**config.mk**
```make
export PLATFORM = sky130hd
export DESIGN_NAME = conv_encoder
export DESIGN_NICKNAME = d
export VERILOG_FILES = /design/src/rtl/viterbi_pkg.sv /design/src/rtl/conv_branch_sym.sv /design/src/rtl/conv_encoder.sv
export SDC_FILE = /design/constraint.sdc
export NUM_CORES = 1
export LEC_CHECK = 0
export ABC_AREA = 1
export ABC_CLOCK_PERIOD_IN_PS = 3530
export CAP_MARGIN = 10
export CORE_ASPECT_RATIO = 1.25
export CORE_MARGIN = 1.5
export CORE_UTILIZATION = 35
export CTS_CLUSTER_SIZE = 12
export DETAILED_ROUTE_END_ITERATION = 8
export SETUP_SLACK_MARGIN = 0.1
export SLEW_MARGIN = 20
export SYNTH_ARGS = -nofsm -noshare
export SYNTH_HDL_FRONTEND = slang
export SYNTH_SLANG_ARGS = --single-unit
```
**constraint.sdc**
```tcl
create_clock -name clk -period 3.53 [get_ports clk]
set_clock_uncertainty 0.15 [all_clocks]
set_input_delay 0.353 -clock clk [delete_from_list [all_inputs] [get_ports clk]]
set_output_delay 0.353 -clock clk [all_outputs]
set_load 0.05 [all_outputs]
```
**src/rtl/viterbi_pkg.sv**
```systemverilog
// Shared trellis definitions for the convolutional encoder and the Viterbi decoder.
// Both sides take generators and state encoding from here so branch labels always agree.
package viterbi_pkg;

  localparam int K          = 3;
  localparam int NUM_STATES = 4;

  localparam logic [2:0] G0_DEF = 3'b111;
  localparam logic [2:0] G1_DEF = 3'b101;

  // Trellis state is {sr[0], sr[1]}: most recent bit in the MSB.
  typedef logic [1:0] trellis_state_t;
  typedef logic [1:0] sym_t;

  typedef enum logic [1:0] {
    ENC_IDLE  = 2'd0,
    ENC_DATA  = 2'd1,
    ENC_TAIL1 = 2'd2,
    ENC_TAIL2 = 2'd3
  } enc_fsm_e;

endpackage

```
**src/rtl/conv_branch_sym.sv**
```systemverilog
// One trellis branch: input bit and current state give the coded symbol and next state.
// Pure combinational so the decoder's branch-metric logic can reuse it unchanged.
module conv_branch_sym
  import viterbi_pkg::*;
#(
  parameter logic [2:0] G0 = G0_DEF,
  parameter logic [2:0] G1 = G1_DEF
) (
  input  logic           b,
  input  trellis_state_t state,
  output sym_t           sym,
  output trellis_state_t next_state
);

  logic [2:0] taps;

  // state already holds {sr[0], sr[1]}, which is the generator tap order after the input
  assign taps       = {b, state};
  assign sym        = {^(G0 & taps), ^(G1 & taps)};
  assign next_state = {b, state[1]};

endmodule

```
**src/rtl/conv_encoder.sv**
```systemverilog
// Rate-1/2, K=3 convolutional encoder with valid/ready streaming and optional
// two-bit zero tail that terminates each frame in trellis state 00.
module conv_encoder
  import viterbi_pkg::*;
#(
  parameter logic [2:0] G0      = G0_DEF,
  parameter logic [2:0] G1      = G1_DEF,
  parameter bit         TAIL_EN = 1'b1,
  parameter int         CNT_W   = 16
) (
  input  logic             clk,
  input  logic             rst_n,
  input  logic             in_bit,
  input  logic             in_valid,
  input  logic             in_last,
  output logic             in_ready,
  output logic [1:0]       out_sym,
  output logic             out_valid,
  output logic             out_last,
  input  logic             out_ready,
  output logic [1:0]       enc_state,
  output logic [CNT_W-1:0] sym_count
);

  enc_fsm_e       state_q, state_d;
  trellis_state_t tstate_q, tstate_d;
  logic           out_valid_q, out_valid_d;
  sym_t           out_sym_q, out_sym_d;
  logic           out_last_q, out_last_d;
  logic [CNT_W-1:0] cnt_q, cnt_d;
  logic           clr_q, clr_d;

  logic           accepting;
  logic           tailing;
  logic           out_free;
  logic           in_hs;
  logic           tail_load;
  logic           out_hs;
  logic           br_b;
  sym_t           br_sym;
  trellis_state_t br_next;

  assign accepting = (state_q == ENC_IDLE) || (state_q == ENC_DATA);
  assign tailing   = (state_q == ENC_TAIL1) || (state_q == ENC_TAIL2);
  assign out_free  = !out_valid_q || out_ready;
  assign in_ready  = accepting && out_free;
  assign in_hs     = in_valid && in_ready;
  assign tail_load = tailing && out_free;
  assign out_hs    = out_valid_q && out_ready;

  // Tail bits are zeros fed through the same branch logic as data.
  assign br_b = accepting ? in_bit : 1'b0;

  conv_branch_sym #(
    .G0(G0),
    .G1(G1)
  ) u_branch (
    .b         (br_b),
    .state     (tstate_q),
    .sym       (br_sym),
    .next_state(br_next)
  );

  always_comb begin
    state_d     = state_q;
    tstate_d    = tstate_q;
    out_valid_d = out_hs ? 1'b0 : out_valid_q;
    out_sym_d   = out_sym_q;
    out_last_d  = out_last_q;

    if (in_hs) begin
      out_valid_d = 1'b1;
      out_sym_d   = br_sym;
      out_last_d  = in_last && !TAIL_EN;
      tstate_d    = br_next;
      if (in_last) begin
        state_d = TAIL_EN ? ENC_TAIL1 : ENC_IDLE;
      end else begin
        state_d = ENC_DATA;
      end
    end else if (tail_load) begin
      out_valid_d = 1'b1;
      out_sym_d   = br_sym;
      tstate_d    = br_next;
      if (state_q == ENC_TAIL1) begin
        out_last_d = 1'b0;
        state_d    = ENC_TAIL2;
      end else begin
        out_last_d = 1'b1;
        state_d    = ENC_IDLE;
      end
    end
  end

  // The final count of a frame stays visible for one cycle, then clears.
  always_comb begin
    cnt_d = clr_q ? '0 : cnt_q;
    clr_d = 1'b0;
    if (out_hs) begin
      cnt_d = cnt_d + {{(CNT_W-1){1'b0}}, 1'b1};
      clr_d = out_last_q;
    end
  end

  always_ff @(posedge clk) begin
    if (!rst_n) begin
      state_q     <= ENC_IDLE;
      tstate_q    <= '0;
      out_valid_q <= 1'b0;
      out_sym_q   <= '0;
      out_last_q  <= 1'b0;
      cnt_q       <= '0;
      clr_q       <= 1'b0;
    end else begin
      state_q     <= state_d;
      tstate_q    <= tstate_d;
      out_valid_q <= out_valid_d;
      out_sym_q   <= out_sym_d;
      out_last_q  <= out_last_d;
      cnt_q       <= cnt_d;
      clr_q       <= clr_d;
    end
  end

  assign out_sym   = out_sym_q;
  assign out_valid = out_valid_q;
  assign out_last  = out_last_q;
  assign enc_state = tstate_q;
  assign sym_count = cnt_q;

endmodule

```
### After elaboration in Yosys (flattened, before gate mapping)

Cells that the tools add are included.

* bits in registers: 25
* input bits: 6
* output and inout bits: 23
* word-level logic and storage cells: 42

* add/sub/neg operators: 1
* eq/ne operators: 3
* muxes and demuxes: 15
* bitwise operators: 1
* reduce and logical (&&, ||, !) cells: 15

Operators by type and width (count)
* 2-to-1 mux 16 bit: 2
* adder 16 x 1 -> 16 bit (second input constant): 1
* 2-to-1 mux 2 bit: 8
* parity 3 bit: 2
* 2-to-1 mux 1 bit: 5
* equality test 2 bit (second input constant): 2
* logical AND 1 bit: 4
* logical OR 1 bit: 3
* nonzero test 3 bit: 1
* equality test 2 x 1 -> 1 bit (second input constant): 1
* logical NOT 2 bit: 1
* AND reduction 2 bit: 1
* nonzero test 2 bit: 1
* OR reduction 2 bit: 1
* logical NOT 1 bit: 1
* inverter 1 bit: 1

### Longest topological paths before layout

* word-level depth: 6
* gate-level depth with buffers: 11
* mapped depth without buffers: 11

### Modules after synthesis

Synthesis repeated with hierarchy kept, for this count alone.

* cell total of the unflattened synthesis: 212
* area total of the unflattened synthesis: 1387.6 sq um

Modules (own cells, without submodules)
* conv_encoder: instances 1, cells an instance 199, area an instance 1328.8 sq um, sequential area each 500.5 sq um
* conv_branch_sym: instances 1, cells an instance 13, area an instance 58.8 sq um, sequential area each 0.0 sq um

### Least setup slack after synthesis

No wires, ideal clock.

* path type: register to register
* start: register cnt_q[0] (netlist: sym_count[0])
* end: register cnt_q[8] (netlist: sym_count[8])
* library setup time: 0.114 ns
* data arrival time: 1.648 ns
* data required time: 3.266 ns
* path slack: 1.618 ns
* stages on the path, launching flop included: 9
* buffers on the path: 0
* clock period less this slack: 1.912 ns
* path through: dfxtp_1 > inv_1 > nor2_1 > ha_1 > inv_1 > nor3_1 > nand4_1 > nor2_1 > nor2_1

* word-level cells in the longest chain between the ends: 3

Ends and longest elaborated chain
* start: declaration: RTL line conv_encoder.sv:30 `logic [CNT_W-1:0] cnt_q, cnt_d;`
* start signal: assignment: RTL line conv_encoder.sv:120 `cnt_q <= cnt_d;`
* 2-to-1 mux 16 bit: RTL line conv_encoder.sv:97 `cnt_d = clr_q ? '0 : cnt_q;`
* adder 16 x 1 -> 16 bit: RTL line conv_encoder.sv:100 `cnt_d = cnt_d + {{(CNT_W-1){1'b0}}, 1'b1};`
* 2-to-1 mux 16 bit: RTL line conv_encoder.sv:99 `if (out_hs) begin`

Every way passes these cells.
A chain may end at the register's enable or synchronous reset.

### Worst setup path in the final report

* start: input port out_ready
* end: output port in_ready

* word-level cells in the longest chain between the ends: 2

Ends and longest elaborated chain
* start: declaration: RTL line conv_encoder.sv:20 `input logic out_ready,`
* logical OR 1 bit: RTL line conv_encoder.sv:45 `assign out_free = !out_valid_q || out_ready;`
* logical AND 1 bit: RTL line conv_encoder.sv:46 `assign in_ready = accepting && out_free;`
* end: declaration: RTL line conv_encoder.sv:16 `output logic in_ready,`

Every way passes these cells.

==> flow_summary.yaml <==
cts:
  ctsResizeCount: 0
  numCtsBuffers: 3
  worstSkewPairLatency_ns: 0.28
  clockBufferDepth: 2
  path_clk_slew_ns: 0.10
  cts_setup_buffers: 0
  cts_tree: "built"
  clock-sinks: 25
  htree_levels: 1
  postCtsHoldBufs: 0
  cts_root_buf: "clkbuf_8"
finish:
  nets: 245
  area_growth_pct: 25.9
  finalNonFillerCells: 291
  drive_gt1_share_pct: 10.1
  num-fill-cells: 412
  n_antenna_cell: 0
  layout_common_cells: "51 x nand2_1, 34 x nor2_1, 28 x inv_1, 28 x clkdlybuf4s50_1, 25 x dfxtp_1"
  layout_commonest_cell: "nand2_1"
placement:
  dpl.hpwl_um: 2320
  gp_congestion: 0.840
  dpl.cell_count: 287
  io_buffer_count: 28
setup_path:
  path_class: "primary input to primary output"
  worstPathRequired_ns: 3.03
  crit_path_max_fanout: 4
  r2r-end: "sym_count[8]"
  critPathArrivalTime_ns: 1.95
  crit_path_start_kind: "primary input"
  crit_start: "out_ready"
  rr_worst_depth: 8
  timing.rr.start: "clr_q"
  rrSetupSlack_ns: 1.67
  worstSetupEndpointType: "primary output"
die:
  die_area_um2: 4370
  fp.dieW_um: 59.4
  fp.coreArea_um2: 3780
  fp.dieH_um: 73.6
  initial_core_util_pct: 36.8
  pin_count: 29
  core.rowCount: 25
power_and_ir_drop:
  ir_drop_uv: 168
  leakage_nw: 0.688
  powerDensity_nw_per_um2: 323
synth:
  yosys.area.top_type_share_pct: 35.9
  synth_top_area_cell: "dfxtp_1"
  syn_nets: 215
  synth_area_um2: 1390
  synthCells: 208
  syn_avg_cell_area_um2: 6.70
  ys_ff_latch: 25
  ys_types: 29
  synth_top_cells_by_area: "dfxtp_1 36%, nand2_1 14%, nor2_1 9.2%, inv_1 7.5%, a21oi_1 4.3%"
  synth_seq_area_share_pct: 35.9
  yosysWarningCount: 0
job:
  max_cap_violations: 0
grt:
  grt_pass1_wl_um: 5530
  grt_pass1_vias: 1279
  overflow: 0
  antenna_found_initial: 0
  grt_use_total_pct: 16.3
  grt_max_degree: 19
min_path:
  min-delay-start: "out_last"
  min_path_cells: 2
  whs_endpoint: "clr_q"
  hold_path.class: "flop to flop"
sta:
  rsz0062_at_grt: "no"
  worst-slew-pin-transition_ns: 0.506
  post-route-period-util_pct: 69.4
  hold_slack_ns: 0.311
  max_freq_ghz: 0.408
  drv_slew: 0
  maxSlewHeadroom_pct: 66.1
  period_minus_slack_ns: 2.45
  setup_viol: 0
  finalSetupTns_ns: 0
  hold_violations: 0
routing:
  drtIter0Drc: 51
  routed_wl_um: 2990
  viasPerCell: 4.53
  drc: 0
  wl_per_cell_um: 10.3
  vias: 1319
  first_pass_iters: 4
  ant_nets: 0
outcome:
  status: "completed"
[logic make-up (layout without fill, tap and decap cells)]
| family | count (synthesis) | in the layout | share of synthesized area [%] |
|---|---|---|---|
| buffers and inverters | 35 | 64 | 11.9 |
| DFF | 25 | 25 | 35.9 |
| adders and majority gates | 1 | 1 | 0.898 |
| xor gates and xnor gates | 1 | 1 | 0.628 |
| and+or+nand+nor | 121 | 121 | 41.3 |
| AOI/OAI and AO/OA | 25 | 25 | 9.34 |
[power breakdown]
group / switching [W] / total [W] / internal (W)
clock: 0.000100 / 0.000180 / 0.0000802
combinational: 0.0000589 / 0.0000890 / 0.0000302
sequential: 0.00000669 / 0.000298 / 0.000291
total: 0.000166 / 0.000567 / 0.000401
[worst max-delay path, stage by stage]
cell and delay (ns):
clkdlybuf4s50_1 0.49, inv_1 0.04, nand2_1 0.12, nand2_1 0.10, inv_1 0.06, clkdlybuf4s50_1 0.79
[area by class of cell]
class,count,area [um^2],area share (%)
flip-flops and latches,25,500,28.5
multi-input cells,148,727,41.4
clock buffers,3,41.3,2.35
clock inverters,1,7.51,0.428
inverters,31,124,7.06
repair buffers,29,288,16.4
well taps,54,67.6,3.85
[worst max-delay path by stage]
stage / slack (ns) / cells after the start / to
3_5_place_dp: 1.07 / 6 / in_ready
3_3_place_gp: 1.08 / 6 / in_ready
4_1_cts: 1.07 / 6 / in_ready
2_1_floorplan: 1.62 / 8 / sym_count[8]
5_1_grt: 0.97 / 6 / in_ready
6_report: 1.08 / 6 / in_ready
[metrics by stage]
stage          setup WS [ns]  cell area (um^2)  total power [W]  utilization, %
6_report                1.08              1760         0.000567            46.4
5_1_grt                0.969              1760         0.000596            46.4
4_1_cts                 1.07              1760         0.000574            46.4
3_5_place_dp            1.07              1710         0.000395            45.1
3_3_place_gp            1.08              1710         0.000394            45.1
2_1_floorplan           1.62              1390         0.000364               -
[Yosys cell counts, drive strengths merged]
master and n:
nand2 55, nor4 1, xor2 1, o21ai 12, a31oi 1, clkbuf 1, nand4 5, nand3 13
nor3 6, buf 3, ha 1, nor2 39, nor3b 2, dfxtp 25, a21oi 12, inv 31
[registers in the layout, indices dropped and copies added (netlist names)]
signal and cells:
clr_q 1, enc_state 2, out_sym 2, out_last 1, out_valid 1, sym_count 16
state_q 2
[per-layer routing]
layer	track usage [%]	routed length, um
met5	0	0
met4	6.57	65
met3	2.82	104
met2	28.1	1460
met1	19.7	1360
(Power assumes the default switching activity.)
